==> src/rtl/backprop_layer_sequencer_if.sv <==
// Handshake and diff-bus bundle between the backprop layer sequencer and its
// neighbours (training FSM on start/done, backprop stack/datapath on steps).
// Optional BACKPROP_STALL_CNT_EN adds the stall_count observation port.
interface backprop_layer_sequencer_if #(
   parameter int unsigned size      = 3,
   parameter int unsigned data_size = 16
);
   localparam int unsigned bus_w = data_size * size;

   logic              start;
   logic              backprop_cost;
   logic              abort;
   logic              step_ready;
   logic [bus_w-1:0]  diff_start;
   logic [bus_w-1:0]  diff_to_all;
   logic [bus_w-1:0]  diff_dense;
   logic [bus_w-1:0]  diff_cost;

   logic              busy;
   logic              done;
   logic              is_update;
   logic              is_cost_layer;
   logic [31:0]       current_layer_index;
   logic [31:0]       dc_dw_layer_index;
   logic [31:0]       w_row_index;
   logic              stack_reset;
   logic              copy;
   logic              cal_dy_dy_old;
   logic [bus_w-1:0]  diff_start_out;
   logic [bus_w-1:0]  diff_to_all_out;
   logic [bus_w-1:0]  diff_dense_out;
`ifdef BACKPROP_STALL_CNT_EN
   logic [31:0]       stall_count;
`endif

   // Controller side: drives requests and diff sources, observes steps.
   modport master (
      output start, backprop_cost, abort, step_ready,
      output diff_start, diff_to_all, diff_dense, diff_cost,
      input  busy, done, is_update, is_cost_layer,
      input  current_layer_index, dc_dw_layer_index, w_row_index,
      input  stack_reset, copy, cal_dy_dy_old,
      input  diff_start_out, diff_to_all_out, diff_dense_out
`ifdef BACKPROP_STALL_CNT_EN
      , input stall_count
`endif
   );

   // Sequencer side.
   modport slave (
      input  start, backprop_cost, abort, step_ready,
      input  diff_start, diff_to_all, diff_dense, diff_cost,
      output busy, done, is_update, is_cost_layer,
      output current_layer_index, dc_dw_layer_index, w_row_index,
      output stack_reset, copy, cal_dy_dy_old,
      output diff_start_out, diff_to_all_out, diff_dense_out
`ifdef BACKPROP_STALL_CNT_EN
      , output stall_count
`endif
   );
endinterface

==> src/rtl/backprop_layer_sequencer.sv <==
// Backprop layer sequencer: walks layers layer_count-1 down to 0, size rows
// each, presenting one registered step per accepted step_ready.
// Optional BACKPROP_STALL_CNT_EN adds a saturating RUN-stall counter.
module backprop_layer_sequencer #(
   parameter int unsigned size        = 3,
   parameter int unsigned data_size   = 16,
   parameter int unsigned layer_count = 4
) (
   input  logic                        clk,
   input  logic                        reset,
   backprop_layer_sequencer_if.slave   bus
);
   localparam int unsigned bus_w     = data_size * size;
   localparam logic [31:0] last_row  = 32'(size - 1);
   localparam logic [31:0] top_layer = 32'(layer_count - 1);

   typedef enum logic [1:0] {IDLE, RUN, DONE} state_t;

   state_t            state, state_d;
   logic [31:0]       layer, layer_d;
   logic [31:0]       row, row_d;
   logic              mode, mode_d;
   logic              issue_c;

   logic              busy_q, busy_d;
   logic              done_q, done_d;
   logic              is_update_q, is_update_d;
   logic              is_cost_q, is_cost_d;
   logic [31:0]       cur_layer_q, cur_layer_d;
   logic [31:0]       dc_dw_q, dc_dw_d;
   logic [31:0]       w_row_q, w_row_d;
   logic              stack_reset_q, stack_reset_d;
   logic              copy_q, copy_d;
   logic              cal_q, cal_d;
   logic [bus_w-1:0]  dstart_q, dstart_d;
   logic [bus_w-1:0]  dall_q, dall_d;
   logic [bus_w-1:0]  ddense_q, ddense_d;
`ifdef BACKPROP_STALL_CNT_EN
   logic [31:0]       stall_q, stall_d;
`endif

   // Next state, walk counters and the step image presented at the next edge.
   always_comb begin
      state_d       = state;
      layer_d       = layer;
      row_d         = row;
      mode_d        = mode;
      issue_c       = 1'b0;
      is_update_d   = 1'b0;
      is_cost_d     = 1'b0;
      cur_layer_d   = 32'd0;
      dc_dw_d       = 32'd0;
      w_row_d       = 32'd0;
      stack_reset_d = 1'b0;
      copy_d        = 1'b0;
      cal_d         = 1'b0;
      dstart_d      = '0;
      dall_d        = '0;
      ddense_d      = '0;
`ifdef BACKPROP_STALL_CNT_EN
      stall_d       = stall_q;
`endif

      unique case (state)
         IDLE: begin
            if (bus.start && !bus.abort) begin
               state_d = RUN;
               layer_d = top_layer;
               row_d   = 32'd0;
               mode_d  = bus.backprop_cost;
`ifdef BACKPROP_STALL_CNT_EN
               stall_d = 32'd0;
`endif
            end
         end
         RUN: begin
`ifdef BACKPROP_STALL_CNT_EN
            if (!bus.step_ready && stall_q != 32'hFFFF_FFFF)
               stall_d = stall_q + 32'd1;
`endif
            if (bus.abort) begin
               state_d = IDLE;
            end else if (bus.step_ready) begin
               issue_c = 1'b1;
               if (row == last_row) begin
                  row_d = 32'd0;
                  if (layer == 32'd0) begin
                     state_d = DONE;
                     layer_d = 32'd0;
                  end else begin
                     layer_d = layer - 32'd1;
                  end
               end else begin
                  row_d = row + 32'd1;
               end
            end
         end
         DONE:    state_d = IDLE;
         default: state_d = IDLE;
      endcase

      if (issue_c) begin
         is_update_d   = 1'b1;
         is_cost_d     = (layer == top_layer);
         cur_layer_d   = layer;
         w_row_d       = row;
         dc_dw_d       = mode ? row : 32'd0;
         stack_reset_d = (row == 32'd0);
         copy_d        = mode && (row == 32'd0);
         cal_d         = (row == last_row);
         if (layer == top_layer) begin
            ddense_d = bus.diff_cost;
         end else begin
            dstart_d = bus.diff_start;
            dall_d   = bus.diff_to_all;
            ddense_d = bus.diff_dense;
         end
      end

      busy_d = (state_d != IDLE);
      done_d = (state_d == DONE);
   end

   // State, counters and registered outputs; reset clears everything.
   always_ff @(posedge clk) begin
      if (reset) begin
         state         <= IDLE;
         layer         <= 32'd0;
         row           <= 32'd0;
         mode          <= 1'b0;
         busy_q        <= 1'b0;
         done_q        <= 1'b0;
         is_update_q   <= 1'b0;
         is_cost_q     <= 1'b0;
         cur_layer_q   <= 32'd0;
         dc_dw_q       <= 32'd0;
         w_row_q       <= 32'd0;
         stack_reset_q <= 1'b0;
         copy_q        <= 1'b0;
         cal_q         <= 1'b0;
         dstart_q      <= '0;
         dall_q        <= '0;
         ddense_q      <= '0;
`ifdef BACKPROP_STALL_CNT_EN
         stall_q       <= 32'd0;
`endif
      end else begin
         state         <= state_d;
         layer         <= layer_d;
         row           <= row_d;
         mode          <= mode_d;
         busy_q        <= busy_d;
         done_q        <= done_d;
         is_update_q   <= is_update_d;
         is_cost_q     <= is_cost_d;
         cur_layer_q   <= cur_layer_d;
         dc_dw_q       <= dc_dw_d;
         w_row_q       <= w_row_d;
         stack_reset_q <= stack_reset_d;
         copy_q        <= copy_d;
         cal_q         <= cal_d;
         dstart_q      <= dstart_d;
         dall_q        <= dall_d;
         ddense_q      <= ddense_d;
`ifdef BACKPROP_STALL_CNT_EN
         stall_q       <= stall_d;
`endif
      end
   end

   assign bus.busy                = busy_q;
   assign bus.done                = done_q;
   assign bus.is_update           = is_update_q;
   assign bus.is_cost_layer       = is_cost_q;
   assign bus.current_layer_index = cur_layer_q;
   assign bus.dc_dw_layer_index   = dc_dw_q;
   assign bus.w_row_index         = w_row_q;
   assign bus.stack_reset         = stack_reset_q;
   assign bus.copy                = copy_q;
   assign bus.cal_dy_dy_old       = cal_q;
   assign bus.diff_start_out      = dstart_q;
   assign bus.diff_to_all_out     = dall_q;
   assign bus.diff_dense_out      = ddense_q;
`ifdef BACKPROP_STALL_CNT_EN
   assign bus.stall_count         = stall_q;
`endif
endmodule

==> src/flat_wrapper.sv <==
// flat-port wrapper written by rule: the top's interface ports become plain ports
module backprop_layer_sequencer_flat 
#(
   parameter int unsigned size        = 3,
   parameter int unsigned data_size   = 16,
   parameter int unsigned layer_count = 4
)
  (clk, reset, bus_start, bus_backprop_cost, bus_abort, bus_step_ready, bus_diff_start, bus_diff_to_all, bus_diff_dense, bus_diff_cost, bus_busy, bus_done, bus_is_update, bus_is_cost_layer, bus_current_layer_index, bus_dc_dw_layer_index, bus_w_row_index, bus_stack_reset, bus_copy, bus_cal_dy_dy_old, bus_diff_start_out, bus_diff_to_all_out, bus_diff_dense_out);
  backprop_layer_sequencer_if #(.size(size), .data_size(data_size)) bus_i ();
  input  logic clk;
  input  logic reset;
  input wire logic [$bits(bus_i.start)-1:0] bus_start;
  input wire logic [$bits(bus_i.backprop_cost)-1:0] bus_backprop_cost;
  input wire logic [$bits(bus_i.abort)-1:0] bus_abort;
  input wire logic [$bits(bus_i.step_ready)-1:0] bus_step_ready;
  input wire logic [$bits(bus_i.diff_start)-1:0] bus_diff_start;
  input wire logic [$bits(bus_i.diff_to_all)-1:0] bus_diff_to_all;
  input wire logic [$bits(bus_i.diff_dense)-1:0] bus_diff_dense;
  input wire logic [$bits(bus_i.diff_cost)-1:0] bus_diff_cost;
  output wire logic [$bits(bus_i.busy)-1:0] bus_busy;
  output wire logic [$bits(bus_i.done)-1:0] bus_done;
  output wire logic [$bits(bus_i.is_update)-1:0] bus_is_update;
  output wire logic [$bits(bus_i.is_cost_layer)-1:0] bus_is_cost_layer;
  output wire logic [$bits(bus_i.current_layer_index)-1:0] bus_current_layer_index;
  output wire logic [$bits(bus_i.dc_dw_layer_index)-1:0] bus_dc_dw_layer_index;
  output wire logic [$bits(bus_i.w_row_index)-1:0] bus_w_row_index;
  output wire logic [$bits(bus_i.stack_reset)-1:0] bus_stack_reset;
  output wire logic [$bits(bus_i.copy)-1:0] bus_copy;
  output wire logic [$bits(bus_i.cal_dy_dy_old)-1:0] bus_cal_dy_dy_old;
  output wire logic [$bits(bus_i.diff_start_out)-1:0] bus_diff_start_out;
  output wire logic [$bits(bus_i.diff_to_all_out)-1:0] bus_diff_to_all_out;
  output wire logic [$bits(bus_i.diff_dense_out)-1:0] bus_diff_dense_out;
  assign bus_i.start = bus_start;
  assign bus_i.backprop_cost = bus_backprop_cost;
  assign bus_i.abort = bus_abort;
  assign bus_i.step_ready = bus_step_ready;
  assign bus_i.diff_start = bus_diff_start;
  assign bus_i.diff_to_all = bus_diff_to_all;
  assign bus_i.diff_dense = bus_diff_dense;
  assign bus_i.diff_cost = bus_diff_cost;
  assign bus_busy = bus_i.busy;
  assign bus_done = bus_i.done;
  assign bus_is_update = bus_i.is_update;
  assign bus_is_cost_layer = bus_i.is_cost_layer;
  assign bus_current_layer_index = bus_i.current_layer_index;
  assign bus_dc_dw_layer_index = bus_i.dc_dw_layer_index;
  assign bus_w_row_index = bus_i.w_row_index;
  assign bus_stack_reset = bus_i.stack_reset;
  assign bus_copy = bus_i.copy;
  assign bus_cal_dy_dy_old = bus_i.cal_dy_dy_old;
  assign bus_diff_start_out = bus_i.diff_start_out;
  assign bus_diff_to_all_out = bus_i.diff_to_all_out;
  assign bus_diff_dense_out = bus_i.diff_dense_out;
  backprop_layer_sequencer #(.size(size), .data_size(data_size), .layer_count(layer_count)) u_core (.clk(clk), .reset(reset), .bus(bus_i));
endmodule
==> config.mk <==
export PLATFORM = sky130hd
export DESIGN_NAME = backprop_layer_sequencer_flat
export DESIGN_NICKNAME = d
export VERILOG_FILES = /design/src/rtl/backprop_layer_sequencer_if.sv /design/src/rtl/backprop_layer_sequencer.sv /design/src/flat_wrapper.sv
export SDC_FILE = /design/constraint.sdc
export NUM_CORES = 1
export LEC_CHECK = 0
export CAP_MARGIN = 20
export CORE_AREA = 2 2 173 175
export CTS_CLUSTER_DIAMETER = 100
export CTS_CLUSTER_SIZE = 40
export DETAILED_ROUTE_END_ITERATION = 6
export DIE_AREA = 0 0 175 177
export PLACE_DENSITY_LB_ADDON = 0.15
export SYNTH_ARGS = -nofsm -noshare
export SYNTH_HDL_FRONTEND = slang
export SYNTH_SLANG_ARGS = --single-unit
==> constraint.sdc <==
create_clock -name clk -period 2.8 [get_ports clk]
set_input_delay 0.56 -clock clk [delete_from_list [all_inputs] [get_ports clk]]
set_output_delay 0.56 -clock clk [all_outputs]
set_load 0.02 [all_outputs]
==> results by group <==
Power and ir drop
  • Final total power: 7.944 mW
  • VDD IR max: 454.8 uV
  • Pwr per Cell Area: 506.5 nW/um2
  • Leak pwr: 6.406 nW

Placement
  • DP Area: 15250 um2
  • Post-DP HPWL: 24.87 mm
  • GP Congestion: 0.8236
  • Number of port buffers: 444
  • Cells after DPL: 1829

Hold path
  • HP Class: reg -> reg

Synthesis
  • Syn Nets: 1233
  • Post-synth EDFFs: 0
  • Count of cell types in the netlist: 46
  • Xor and xnor area share after synthesis: 3.499%
  • Post-synth top flop: dfxtp_1
  • Ys async rst share: 0%
  • Flops & latches, synth: 314
  • Register area share after synthesis: 61.25%
  • Syn_area_per_cell: 9.965 um2
  • Mux cell area share after synthesis: 0.2926%
  • Synth Area in Compound Gates: 5.340%
  • Synthesized instance count: 1030
  • Mapped Area: 10260 um2
  • Synth Area in Simple Gates: 26.14%
  • Largest family of logic cells by synthesized area: simple AND/OR/NAND/NOR gates
  • Synth Area in Adders: 0.6095%
  • Synth warnings: 0

STA
  • Final setup fails: 0
  • Final Skew: 0.02655 ns
  • Slew Viols, Final: 0
  • Max transition margin: 31.22%
  • Hold_ws: 0.5219 ns
  • Final hold viol count: 0
  • Slew at the pin with the worst max-slew slack: 1.030 ns
  • Setup TNS: 0 ns
  • Fin crit period: 2.642 ns
  • Tcrit/Tclk final: 94.34%
  • F_max: 378.6 MHz

Floorplan
  • Initial cell density of the core: 35.10%
  • # rows: 63
  • Die height: 177 um
  • Total core area: 29240 um2
  • Die ar.: 30980 um2
  • Die Wd: 175 um
  • I/O pin total: 445

Detailed routing
  • Vias: 8669
  • Total iterations of the first detailed-routing run: 4
  • Remaining DRCs: 0
  • WL per Instance: 18.12 um
  • Drt initial violations: 451
  • Via-to-Cell Ratio: 4.688
  • DRT antenna net count: 0
  • Post-Route WL: 33.50 mm

Global route
  • Vias in the first global route: 8402
  • Layer with the highest usage: met2
  • GRT overflow: 0
  • Antenna violations before repair: 1
  • Met1 usage: 24.69%
  • Met2 Use GR: 35.51%
  • Grt met3 use: 7.324%
  • First-pass GRT wire length: 49.57 mm
  • Total track usage: 20.71%
  • Largest net degree at the start of global routing: 120

Final layout
  • Nets@finish: 1658
  • Share of layout cells above drive strength 1: 4.661%
  • FILL cells: 2654
  • Area grow syn2layout: 52.80%
  • Non-Filler Instances: 1849
  • Antenna diodes: 0
  • Post-route cell area: 15680 um2
  • Commonest non-fill, non-tap cell in the layout: clkdlybuf4s50_1
  • Most frequent cells in the layout: clkdlybuf4s50_1 (444), dfxtp_1 (314), and3_1 (139)

Flow run
  • Max-cap violations: 0

Worst setup path
  • Flop2flop setup slack: 0.16 ns
  • Worst Setup Start Kind: register
  • Worst Path Required: 3.25 ns
  • Critical path endpoint category: register
  • Worst path arrival time: 3.09 ns
  • CP max FO: 6
  • Critical path class: reg -> reg

Clocking
  • Root Buffer Master: clkbuf_16
  • H-tree level count: 1
  • Hold_buf cts: 0
  • Post-CTS resize count: 0
  • CTS max path bufs: 3
  • CTS tree: built
  • Post-CTS repair timing setup buffer count: 0
  • CTS clock-pin slew for the worst setup and hold paths: 0.15 ns
  • CTS Buf Count: 12
  • CTS Sinks: 314
  • Clock latency on the worst-skew pair: 0.51 ns

Run status
  • Status: finished clean
==> cells in the mapped netlist (2+ instances only) <==
cell type / count / area share (%)
o31ai_1: 5 / 0.37
or3b_2: 2 / 0.17
clkbuf_1: 53 / 1.9
buf_2: 11 / 0.54
nor3b_1: 3 / 0.22
o21a_1: 2 / 0.15
o2111ai_1: 2 / 0.17
or3_1: 15 / 0.91
and4_1: 4 / 0.34
o21ai_0: 18 / 0.88
inv_1: 5 / 0.18
nand3b_1: 2 / 0.15
a21oi_1: 69 / 3.4
nand4_1: 11 / 0.67
xnor2_1: 14 / 1.2
nand2_1: 117 / 4.3
nor2b_1: 3 / 0.18
and3_1: 140 / 8.5
nand2b_1: 2 / 0.12
nor3_1: 12 / 0.59
nor4_1: 9 / 0.55
dfxtp_1: 314 / 61
nand3_1: 20 / 0.98
or2_2: 3 / 0.18
and2_1: 62 / 3.8
or4_1: 9 / 0.66
nor2_1: 70 / 2.6
xor2_1: 27 / 2.3
nand4b_1: 2 / 0.17
nor4_2: 2 / 0.24
ha_1: 5 / 0.61
mux2i_1: 3 / 0.29
==> path summary, 6_finish.rpt <==
path / start / end / cells after the start
min: u_core.layer[21] / u_core.layer[21] / 2
max: u_core.row[0] / u_core.layer[27] / 7
min reg2reg: u_core.layer[21] / u_core.layer[21] / 2
max reg2reg: u_core.row[0] / u_core.layer[27] / 7
==> routing by layer <==
| layer | share of wire, % | up-vias |
|---|---|---|
| met3 | 9.3 | 45 |
| li1 | - | 4301 |
| met4 | 2.3 | 2 |
| met1 | 41 | 4026 |
| met5 | 0.036 | - |
| met2 | 48 | 295 |
==> worst max-delay path, stage by stage, from the launching register on <==
cell,delay (ns)
dfxtp_1,0.38
inv_1,0.11
ha_1,0.19
or3b_2,0.50
o41ai_4,0.46
nand4_1,0.32
or4_1,0.48
a21oi_1,0.15
==> metrics by stage <==
stage                     setup slack, ns  utilization, %
after floorplan                    0.3463               -
after global placement            0.07215           52.15
after detailed placement          0.04767           52.15
after CTS                          0.1060           53.57
after global routing            -0.005298           53.63
final                              0.1585           53.63
==> flip-flops by register name, indices dropped and copies added, names as in the netlist <==
name                            cells
u_core.mode                         1
u_core.bus.current_layer_index     32
u_core.bus.dc_dw_layer_index       32
u_core.bus.copy                     1
u_core.state                        2
u_core.row                         32
u_core.bus.diff_to_all_out         48
u_core.bus.w_row_index             32
u_core.bus.diff_dense_out          48
u_core.bus.stack_reset              1
u_core.bus.cal_dy_dy_old            1
u_core.layer                       32
u_core.bus.is_update                1
u_core.bus.diff_start_out          48
u_core.bus.done                     1
u_core.bus.is_cost_layer            1
u_core.bus.busy                     1
==> power by group <==
part,leakage [nW],internal [mW],switching [mW]
registers,2.53,4.53,0.0644
clock network,0.204,1.01,1.44
logic,3.67,0.484,0.411
total,6.41,6.02,1.92
==> area by class of cell <==
type / instances / area [um2] / share of cell area, %
clock inverter: 4 / 77.57 / 0.4947
tap: 390 / 488.0 / 3.112
timing repair buffer: 477 / 4755 / 30.32
multi-input combinational: 644 / 3712 / 23.67
inverter: 6 / 25.02 / 0.1596
sequential: 314 / 6286 / 40.08
clock buffer: 14 / 339.1 / 2.162
==> cells by family (layout without fill, tap and decap cells) <==
family,Yosys count,count (layout)
buffers and inverters,72,501
muxes,3,3
and+or+nand+nor,495,495
adders and majority gates,5,5
DFF,314,314
xor gates and xnor gates,41,41
AOI/OAI and AO/OA,100,100
No activity file was read; power rests on OpenSTA's default activity.
